`config.mk`:
```
export PLATFORM = sky130hd
export DESIGN_NAME = regfile_port_arbiter
export DESIGN_NICKNAME = d
export VERILOG_FILES = /design/src/rtl/regfile_port_arbiter.sv
export SDC_FILE = /design/constraint.sdc
export NUM_CORES = 1
export LEC_CHECK = 0
export BUFFER_PORTS_ARGS = -buffer_cell sky130_fd_sc_hd__buf_2
export CAP_MARGIN = 20
export CORE_AREA = 5 5 86 88
export DETAILED_ROUTE_END_ITERATION = 12
export DIE_AREA = 0 0 91 93
export PLACE_DENSITY = 0.78
export SLEW_MARGIN = 0
export SYNTH_ARGS = -nofsm -noshare
export SYNTH_HDL_FRONTEND = slang
export SYNTH_SLANG_ARGS = --single-unit
```
`constraint.sdc`:
```
create_clock -name clk -period 1.8 [get_ports clk]
set_clock_uncertainty 0.1 [all_clocks]
set_input_delay 0.18 -clock clk [delete_from_list [all_inputs] [get_ports clk]]
set_output_delay 0.18 -clock clk [all_outputs]
set_load 0.02 [all_outputs]
```
`src/rtl/regfile_port_arbiter.sv`:
```
// Shares one register-file port between two requesters over valid/ready, sequencing rf enables and read responses.
// Define ARB_FIXED_PRIO_EN for fixed priority (requester 0 wins ties); the default build arbitrates round-robin.
module regfile_port_arbiter #(
  parameter int DATA_W = 16,
  parameter int ADDR_W = 4,
  parameter int RD_LAT = 1
) (
  input  logic                clk,
  input  logic                reset,
  input  logic [1:0]          req_valid,
  output logic [1:0]          req_ready,
  input  logic [1:0]          req_we,
  input  logic [2*ADDR_W-1:0] req_addr_a,
  input  logic [2*ADDR_W-1:0] req_addr_b,
  input  logic [2*DATA_W-1:0] req_wdata,
  output logic [1:0]          rsp_valid,
  output logic [DATA_W-1:0]   rsp_rdata_a,
  output logic [DATA_W-1:0]   rsp_rdata_b,
  output logic [ADDR_W-1:0]   rf_read1,
  output logic [ADDR_W-1:0]   rf_read2,
  output logic [ADDR_W-1:0]   rf_write,
  output logic                rf_re,
  output logic                rf_we,
  output logic [DATA_W-1:0]   rf_data,
  input  logic [DATA_W-1:0]   rf_readout1,
  input  logic [DATA_W-1:0]   rf_readout2
);

  typedef enum logic [1:0] {IDLE = 2'd0, ISSUE = 2'd1, WAIT = 2'd2} state_e;

  localparam logic [1:0] CNT_INIT = 2'(RD_LAT - 1);

  state_e              state_q, state_d;
  logic                last_grant_q, last_grant_d;
  logic                owner_q, owner_d;
  logic [1:0]          cnt_q, cnt_d;
  logic [1:0]          rsp_valid_q, rsp_valid_d;
  logic [DATA_W-1:0]   rsp_a_q, rsp_a_d, rsp_b_q, rsp_b_d;
  logic [ADDR_W-1:0]   rd1_q, rd1_d, rd2_q, rd2_d, wr_q, wr_d;
  logic                re_q, re_d, we_q, we_d;
  logic [DATA_W-1:0]   data_q, data_d;
  logic [1:0]          grant;
  logic                accept;
  logic                win;

  always_comb begin
    grant = 2'b00;
`ifdef ARB_FIXED_PRIO_EN
    if (req_valid[0])      grant = 2'b01;
    else if (req_valid[1]) grant = 2'b10;
`else
    case (req_valid)
      2'b01:   grant = 2'b01;
      2'b10:   grant = 2'b10;
      2'b11:   grant = last_grant_q ? 2'b01 : 2'b10;
      default: grant = 2'b00;
    endcase
`endif
  end

  // Ready is withheld during reset so a request held across reset is never taken.
  assign req_ready = (state_q == IDLE && !reset) ? grant : 2'b00;
  assign accept    = |(req_valid & req_ready);
  assign win       = req_ready[1];

  always_comb begin
    state_d      = state_q;
    last_grant_d = last_grant_q;
    owner_d      = owner_q;
    cnt_d        = cnt_q;
    rsp_valid_d  = 2'b00;
    rsp_a_d      = rsp_a_q;
    rsp_b_d      = rsp_b_q;
    rd1_d        = rd1_q;
    rd2_d        = rd2_q;
    wr_d         = wr_q;
    data_d       = data_q;
    re_d         = 1'b0;
    we_d         = 1'b0;
    case (state_q)
      IDLE: begin
        // rf_* are loaded at acceptance so they are presented during the ISSUE cycle.
        if (accept) begin
          owner_d      = win;
          last_grant_d = win;
          state_d      = ISSUE;
          if (req_we[win]) begin
            we_d   = 1'b1;
            wr_d   = win ? req_addr_a[2*ADDR_W-1:ADDR_W] : req_addr_a[ADDR_W-1:0];
            data_d = win ? req_wdata[2*DATA_W-1:DATA_W] : req_wdata[DATA_W-1:0];
          end else begin
            re_d  = 1'b1;
            rd1_d = win ? req_addr_a[2*ADDR_W-1:ADDR_W] : req_addr_a[ADDR_W-1:0];
            rd2_d = win ? req_addr_b[2*ADDR_W-1:ADDR_W] : req_addr_b[ADDR_W-1:0];
          end
        end
      end
      ISSUE: begin
        state_d = we_q ? IDLE : WAIT;
        cnt_d   = CNT_INIT;
      end
      WAIT: begin
        if (cnt_q == 2'd0) begin
          rsp_a_d     = rf_readout1;
          rsp_b_d     = rf_readout2;
          rsp_valid_d = owner_q ? 2'b10 : 2'b01;
          state_d     = IDLE;
        end else begin
          cnt_d = cnt_q - 2'd1;
        end
      end
      default: state_d = IDLE;
    endcase
  end

  always_ff @(posedge clk) begin
    if (reset) begin
      state_q      <= IDLE;
      last_grant_q <= 1'b1;
      owner_q      <= 1'b0;
      cnt_q        <= 2'd0;
      rsp_valid_q  <= 2'b00;
      rsp_a_q      <= '0;
      rsp_b_q      <= '0;
      rd1_q        <= '0;
      rd2_q        <= '0;
      wr_q         <= '0;
      data_q       <= '0;
      re_q         <= 1'b0;
      we_q         <= 1'b0;
    end else begin
      state_q      <= state_d;
      last_grant_q <= last_grant_d;
      owner_q      <= owner_d;
      cnt_q        <= cnt_d;
      rsp_valid_q  <= rsp_valid_d;
      rsp_a_q      <= rsp_a_d;
      rsp_b_q      <= rsp_b_d;
      rd1_q        <= rd1_d;
      rd2_q        <= rd2_d;
      wr_q         <= wr_d;
      data_q       <= data_d;
      re_q         <= re_d;
      we_q         <= we_d;
    end
  end

  assign rsp_valid   = rsp_valid_q;
  assign rsp_rdata_a = rsp_a_q;
  assign rsp_rdata_b = rsp_b_q;
  assign rf_read1    = rd1_q;
  assign rf_read2    = rd2_q;
  assign rf_write    = wr_q;
  assign rf_re       = re_q;
  assign rf_we       = we_q;
  assign rf_data     = data_q;

endmodule

```
==> results of run 1 <==
[report_power, final]
| part | switching (mW) | leakage (nW) | internal, mW |
|---|---|---|---|
| Combinational | 0.395 | 1.25 | 0.332 |
| Sequential | 0.0491 | 0.570 | 1.63 |
| Clock | 0.580 | 0.106 | 0.779 |
[per-stage QoR]
step	worst slack (ns)	power, mW
3_5_place_dp	-0.007955	2.352
3_3_place_gp	0.05510	2.337
5_1_grt	0.02112	3.960
6_report	0.1015	3.769
2_1_floorplan	0.1711	2.110
4_1_cts	0.01185	3.778
[synth_stat cells, drive strengths merged, types with 2 or more instances]
library cell,number
clkbuf,17
dfxtp,70
a211oi,29
buf,11
nor3b,2
and2,3
nand2,67
inv,5
a32o,2
a22oi,2
mux2i,24
a21oi,63
nor2,7
nor3,3
[registers in the layout, indices dropped and copies added, names as in the netlist, 2 cells and up]
name and count:
rsp_rdata_b 16, rf_read1 4, cnt_q 2, rf_data 16
rsp_rdata_a 16, rf_read2 4, rsp_valid 2, rf_write 4
state_q 2
[metal layers]
metal	routed length, µm	part of all wire [%]	GRT usage (%)	up-vias
li1	-	-	-	1442
met1	3421	41	23.32	1307
met2	4187	50	32.57	118
met3	642	7.7	5.471	10
met4	89	1.1	7.090	0
met5	0	0	0	-
[layout make-up]
type                       instances  share of cell area [%]
timing repair buffer             196                   28.96
multi-input combinational        210                   29.97
tap                               80                   2.369
clock buffer                      10                   3.020
sequential                        70                   33.20
inverter                           5                  0.4442
clock inverter                     6                   2.043
[cell families after synthesis]
| logic type | Yosys count |
|---|---|
| buffers and inverters | 33 |
| adder cells (fa/ha/maj) | 1 |
| flip-flops | 70 |
| AO/OA/AOI/OAI | 100 |
| AND/OR/NAND/NOR | 85 |
| multiplexers | 24 |
[repair_timing]
item                                   in CTS  in global routing
hold buffers                               32                  0
setup buffers                               0                  3
pin swaps                                   1                  1
setup endpoints to repair                   9                  7
endpoints found under the hold margin      32                  0
gates cloned                                1                  0
resized for setup                           4                  2
[critical path: stages, from the launching register on]
cell and delay (ns):
dfxtp_2 0.36, nor3_4 0.23, buf_12 0.14, and3_1 0.17, buf_2 0.18
[final timing paths]
| check | start | to | slack [ns] | cells past startpoint |
|---|---|---|---|---|
| max | state_q[1]$_SDFFE_PP0P_ | req_ready[0] | 0.10 | 4 |
| max reg2reg | cnt_q[0]$_SDFFE_PP0P_ | rsp_rdata_b[15]$_SDFFE_PP0P_ | 0.13 | 7 |
| min | req_valid[1] | state_q[0]$_SDFFE_PP0P_ | 0.03 | 2 |
| min reg2reg | rsp_rdata_a[13]$_SDFFE_PP0P_ | rsp_rdata_a[13]$_SDFFE_PP0P_ | 0.35 | 2 |
==> results.md, run 1 <==
* Status: completed
* Ys async rst share at 0%
* Tmin final at between 1.5 and 2 ns
* Synthesized area per cell at 8.958 µm²
* Initial antenna violation count at 0
* Core Area at approximately 0.0066 mm²
* Fmax at just under 0.6 GHz
* RePlAce Congestion at 0.7447
* Final setup TNS at 0 ns
* Slew headroom at 50.37%
* Hpwl dp at 5.399 mm
* Final Util at 64.32%
* Fin. max-slew vios at 0
* Mux cell area share after synthesis at 8.568%
* CP arrival at between 1 and 1.5 ns
* Post-Synth Simple-Gate Area at approximately an eighth
* Syn Std Cell Area at roughly 0.0028 mm²
* Crit Path Class: reg -> out
* Worst min path class: in -> reg
* EDFF count, synth at 0
* Vias in the first global route at 2804
* Post-route ant nets at 0
* Post-route cell area at ~0.0042 mm²
* Initial Utilization at 42.69%
* CTS Buffer Depth at 2
* Top cells by area, synth: dfxtp_1, a21oi_1, nand2_1
* Synth Flop Type: dfxtp_1
* Grt total ovfl at 0
* #FFs+latches synth at 70
* Non-filler cells, final at ~580
* CTS tree: done
* Global-route wire length before repair at roughly 13 mm
* Worst-Skew Late Latency at 0.33 ns
* Vias per cell at 4.986
* Iteration-0 DRC Markers at 115
* Post-Synth XOR/XNOR Area at 0%
* Root buf cell: clkbuf_8
* Period utilisation layout at approximately 94%
* Most frequent cells in the layout: buf_2, dfxtp_1, nand2_1
* Antenna Cells at 0
* CTS Buf Count at 9
* # clock sinks at 70
* Commonest non-fill, non-tap cell in the layout: buf_2
* Total wire length at between 8 and 9 mm
* Adder-cell share of the synthesized area at 0.4462%
* Post-synth top area cell: dfxtp_1
* Vias at 2877
* Net count after synthesis at 400
* Leak pwr at 1.925 nW
* Setup violations, final at 0
* Share of layout cells above drive strength 1 at 39.03%
* Drt first pass iters at 4
* PwrDens at 892.0 mW/mm²
* Startpoint Class: flip-flop
* Actual transition at the worst max-transition pin at 0.7445 ns
* DRC viols at 0
* Hold_ws at ~0.025 ns
* Peak supply drop at 0.5347 mV
* Yosys cell types at 27
* Worst Setup End Kind: primary output
* Area occupied by multi-input gates at 0.001266 mm²
* Inst Count DP at roughly 530
* Routed len/inst at 14.46 µm
* Input/output buffers at 151
* Gr usage total at 19.28%
* Unrepaired setup endpoints after global routing: false
* Register Area at 0.001403 mm²
* Post-synthesis sequential area ratio at between 40% and 50%
* Largest net degree at the start of global routing at 68
* Largest family of logic cells by synthesized area: compound AO/OA/AOI/OAI gates
* Worst EP required at 1.52 ns
* Share of the synthesized area in the top cell type at 49.98%
* H-tree depth reported by CTS at 3
* Synthesis-to-finish area growth at 50.69%
* Die Span Y at between 90 and 100 µm
* Compound-gate portion of the synthesized area at between 20% and 30%
* Nets at a little under 600
* Clk slew on worst S/H paths at 0.08 ns
* Die X at 91 µm
* Synth Warn # at 0
* Layout fillers at 546
* Post-Synthesis Cells at 313
* Crit Path Max Fanout at 7
* Row count at 30
* Die ar. at 0.008463 mm²
* I/O pin total at 152
* Area after DPL at 0.003620 mm²
* Max Cap Viol at 0
* Final-report hold violation count at 0
Power figures use the tool's default switching activity.
==> run 2: changes to the inputs <==
- CORE_AREA: 5 5 86 88 -> 5 5 78 98
- DIE_AREA: 0 0 91 93 -> 0 0 83 103
- PLACE_DENSITY: 0.78 -> 0.77
==> run 2 against run 1 <==
Effect of this change: clock power increased by 9%; largest power group unchanged; global-route usage about the same; cell area increased by 1.1%; sequential cell count unchanged; setup slack got worse by 0.018 ns; sequential power about the same; first-iteration DRC count unchanged; maximum frequency decreased by 1.0%.
==> results.md, run 2 (synthesis results as in run 1) <==
* Core Area at 0.006721 mm²
* Peak supply drop at 0.5388 mV
* Slowest cell on the critical path: dfxtp_1
* CTS Buf Count at 9
* Commonest non-fill, non-tap cell in the layout: buf_2
* Root buf cell: clkbuf_8
* Actual transition at the worst max-transition pin at 0.7460 ns
* Die ar. at ~0.0085 mm²
* Crit path cell chain: nor3_4, buf_12, and3_1, buf_4
* Flop pwr share at 43.2%
* Total wire length at 8.254 mm
* Clk slew on worst S/H paths at 0.08 ns
* Crit Path Max Fanout at 17
* Input/output buffers at 151
* Period utilisation layout at 95.34%
* Die X at 83 µm
* Grt total ovfl at 0
* Vias per cell at 4.928
* Post-route cell area at 0.004272 mm²
* Nets at approximately 580
* RePlAce Congestion at 0.7335
* Routed len/inst at 14.11 µm
* Worst r2r src: last_grant_q$_SDFFE_PP1P_
* Status: completed
* I/O pin total at 152
* Tmin final at 1.716 ns
* Crit. Startpoint: state_q[0]$_SDFFE_PP0P_
* Slew headroom at 50.27%
* Setup violations, final at 0
* Worst Setup End Kind: primary output
* Net switching power at between 1 and 1.5 mW
* Vias in the first global route at 2863
* Antenna Cells at 0
* Largest net degree at the start of global routing at slightly below 70
* Vias at between 2k and 3k
* Most frequent cells in the layout: buf_2, dfxtp_1, nand2_1
* Worst-Skew Late Latency at 0.33 ns
* Initial Utilization at a little over two fifths
* Die Span Y at a little over 100 µm
* Global-route wire length before repair at roughly 14 mm
* Switch share at around a quarter
* CTS Buffer Depth at 2
* Iteration-0 DRC Markers at 115
* Hpwl dp at about 5.2 mm
* Fin. max-slew vios at 0
* Fmax at 0.5827 GHz
* # clock sinks at 70
* Post-route ant nets at 0
* CP arrival at 1.44 ns
* Max stage delay on crit path at 0.34 ns
* Met2 wire len at 4.253 mm
* Worst EP required at 1.52 ns
* DRC viols at 0
* CTS tree: done
* H-tree depth reported by CTS at 3
* Area after DPL at approximately 0.0036 mm²
* Combinational power share at 18.7%
* WL met1 at 3.318 mm
* Row count at 34
* Share of layout cells above drive strength 1 at 38.59%
* Worst min path class: in -> reg
* Gr usage total at between 10% and 20%
* Worst hold start: req_valid[1]
* PwrDens at slightly above 900 mW/mm²
* Crit Path Class: reg -> out
* Met3 routed WL at ~600 µm
* Synthesis-to-finish area growth at 52.34%
* Initial antenna violation count at 0
* Max Cap Viol at 0
* Drt first pass iters at 4
* Leak pwr at 1.929 nW
* Final-report hold violation count at 0
* Final Util at 63.55%
* Top sig layer: met4
* Startpoint Class: flip-flop
* Internal power at between 2 and 3 mW
* Clock Power Share at between 30% and 40%
[run 2: cell types whose count changed in the layout (fill, tap and decap cells not counted), sizes merged]
cell         change
bufinv           +1
clkbuf           -1
dlygate4sd3      +1
buf              -2
clkinv           -1
[run 2: cell type report]
type | count | area, µm²
sequential | 70 | 1403
tap | 90 | 112.6
clock buffer | 9 | 123.9
fill | 573 | 2450
clock inverter | 6 | 111.4
multi-input combinational | 210 | 1265
timing repair buffer | 195 | 1237
inverter | 5 | 18.77
[run 2: worst paths after layout]
path / to / slack (ns) / cells after the start
setup / recovery: req_ready[0] / 0.08 / 4
setup reg to reg: rf_read1[3]$_SDFFE_PP0P_ / 0.11 / 5
hold / removal: last_grant_q$_SDFFE_PP1P_ / 0.05 / 3
hold reg to reg: rsp_rdata_a[13]$_SDFFE_PP0P_ / 0.35 / 2
[run 2: through the flow]
step	std cells	hold WS [ns]	setup TNS (ns)	setup WS, ns	power [mW]
6_report	585	0.04941	0	0.08384	3.895
5_1_grt	585	0.04153	-0.003465	-0.003465	4.069
4_1_cts	584	0.02323	0	0.003164	3.920
3_5_place_dp	535	0.3280	0	0.006747	2.350
3_3_place_gp	535	0.3225	0	0.07372	2.337
2_1_floorplan	313	0.1902	0	0.1711	2.110
[run 2: critical path, delay by kind of cell, from the launching register on]
family        cells  cell delay [ns]
flops             1             0.34
simple gates      2             0.43
buf+inv           2             0.34
[run 2: repair_timing]
action / CTS / global route
resized for setup: 7 / 3
gates cloned: 1 / 0
endpoints found under the hold margin: 33 / 0
hold buffers: 33 / 0
buffers inserted: 0 / 1
endpoints found under the setup margin: 5 / 4
pin swaps: 1 / 1
[run 2: power by group through the flow]
stage	clock [mW]	combinational (mW)	sequential, mW
floorplan	0	0.304	1.81
global placement	0	0.621	1.72
detailed placement	0	0.634	1.72
CTS	1.52	0.720	1.68
global route	1.58	0.794	1.69
finish	1.48	0.730	1.68
[run 2: per-layer routing]
metal	global-route usage [%]	vias to the layer above
met3	6.155	8
met5	0	-
met4	6.918	0
met1	21.70	1309
li1	-	1441
met2	34.63	125
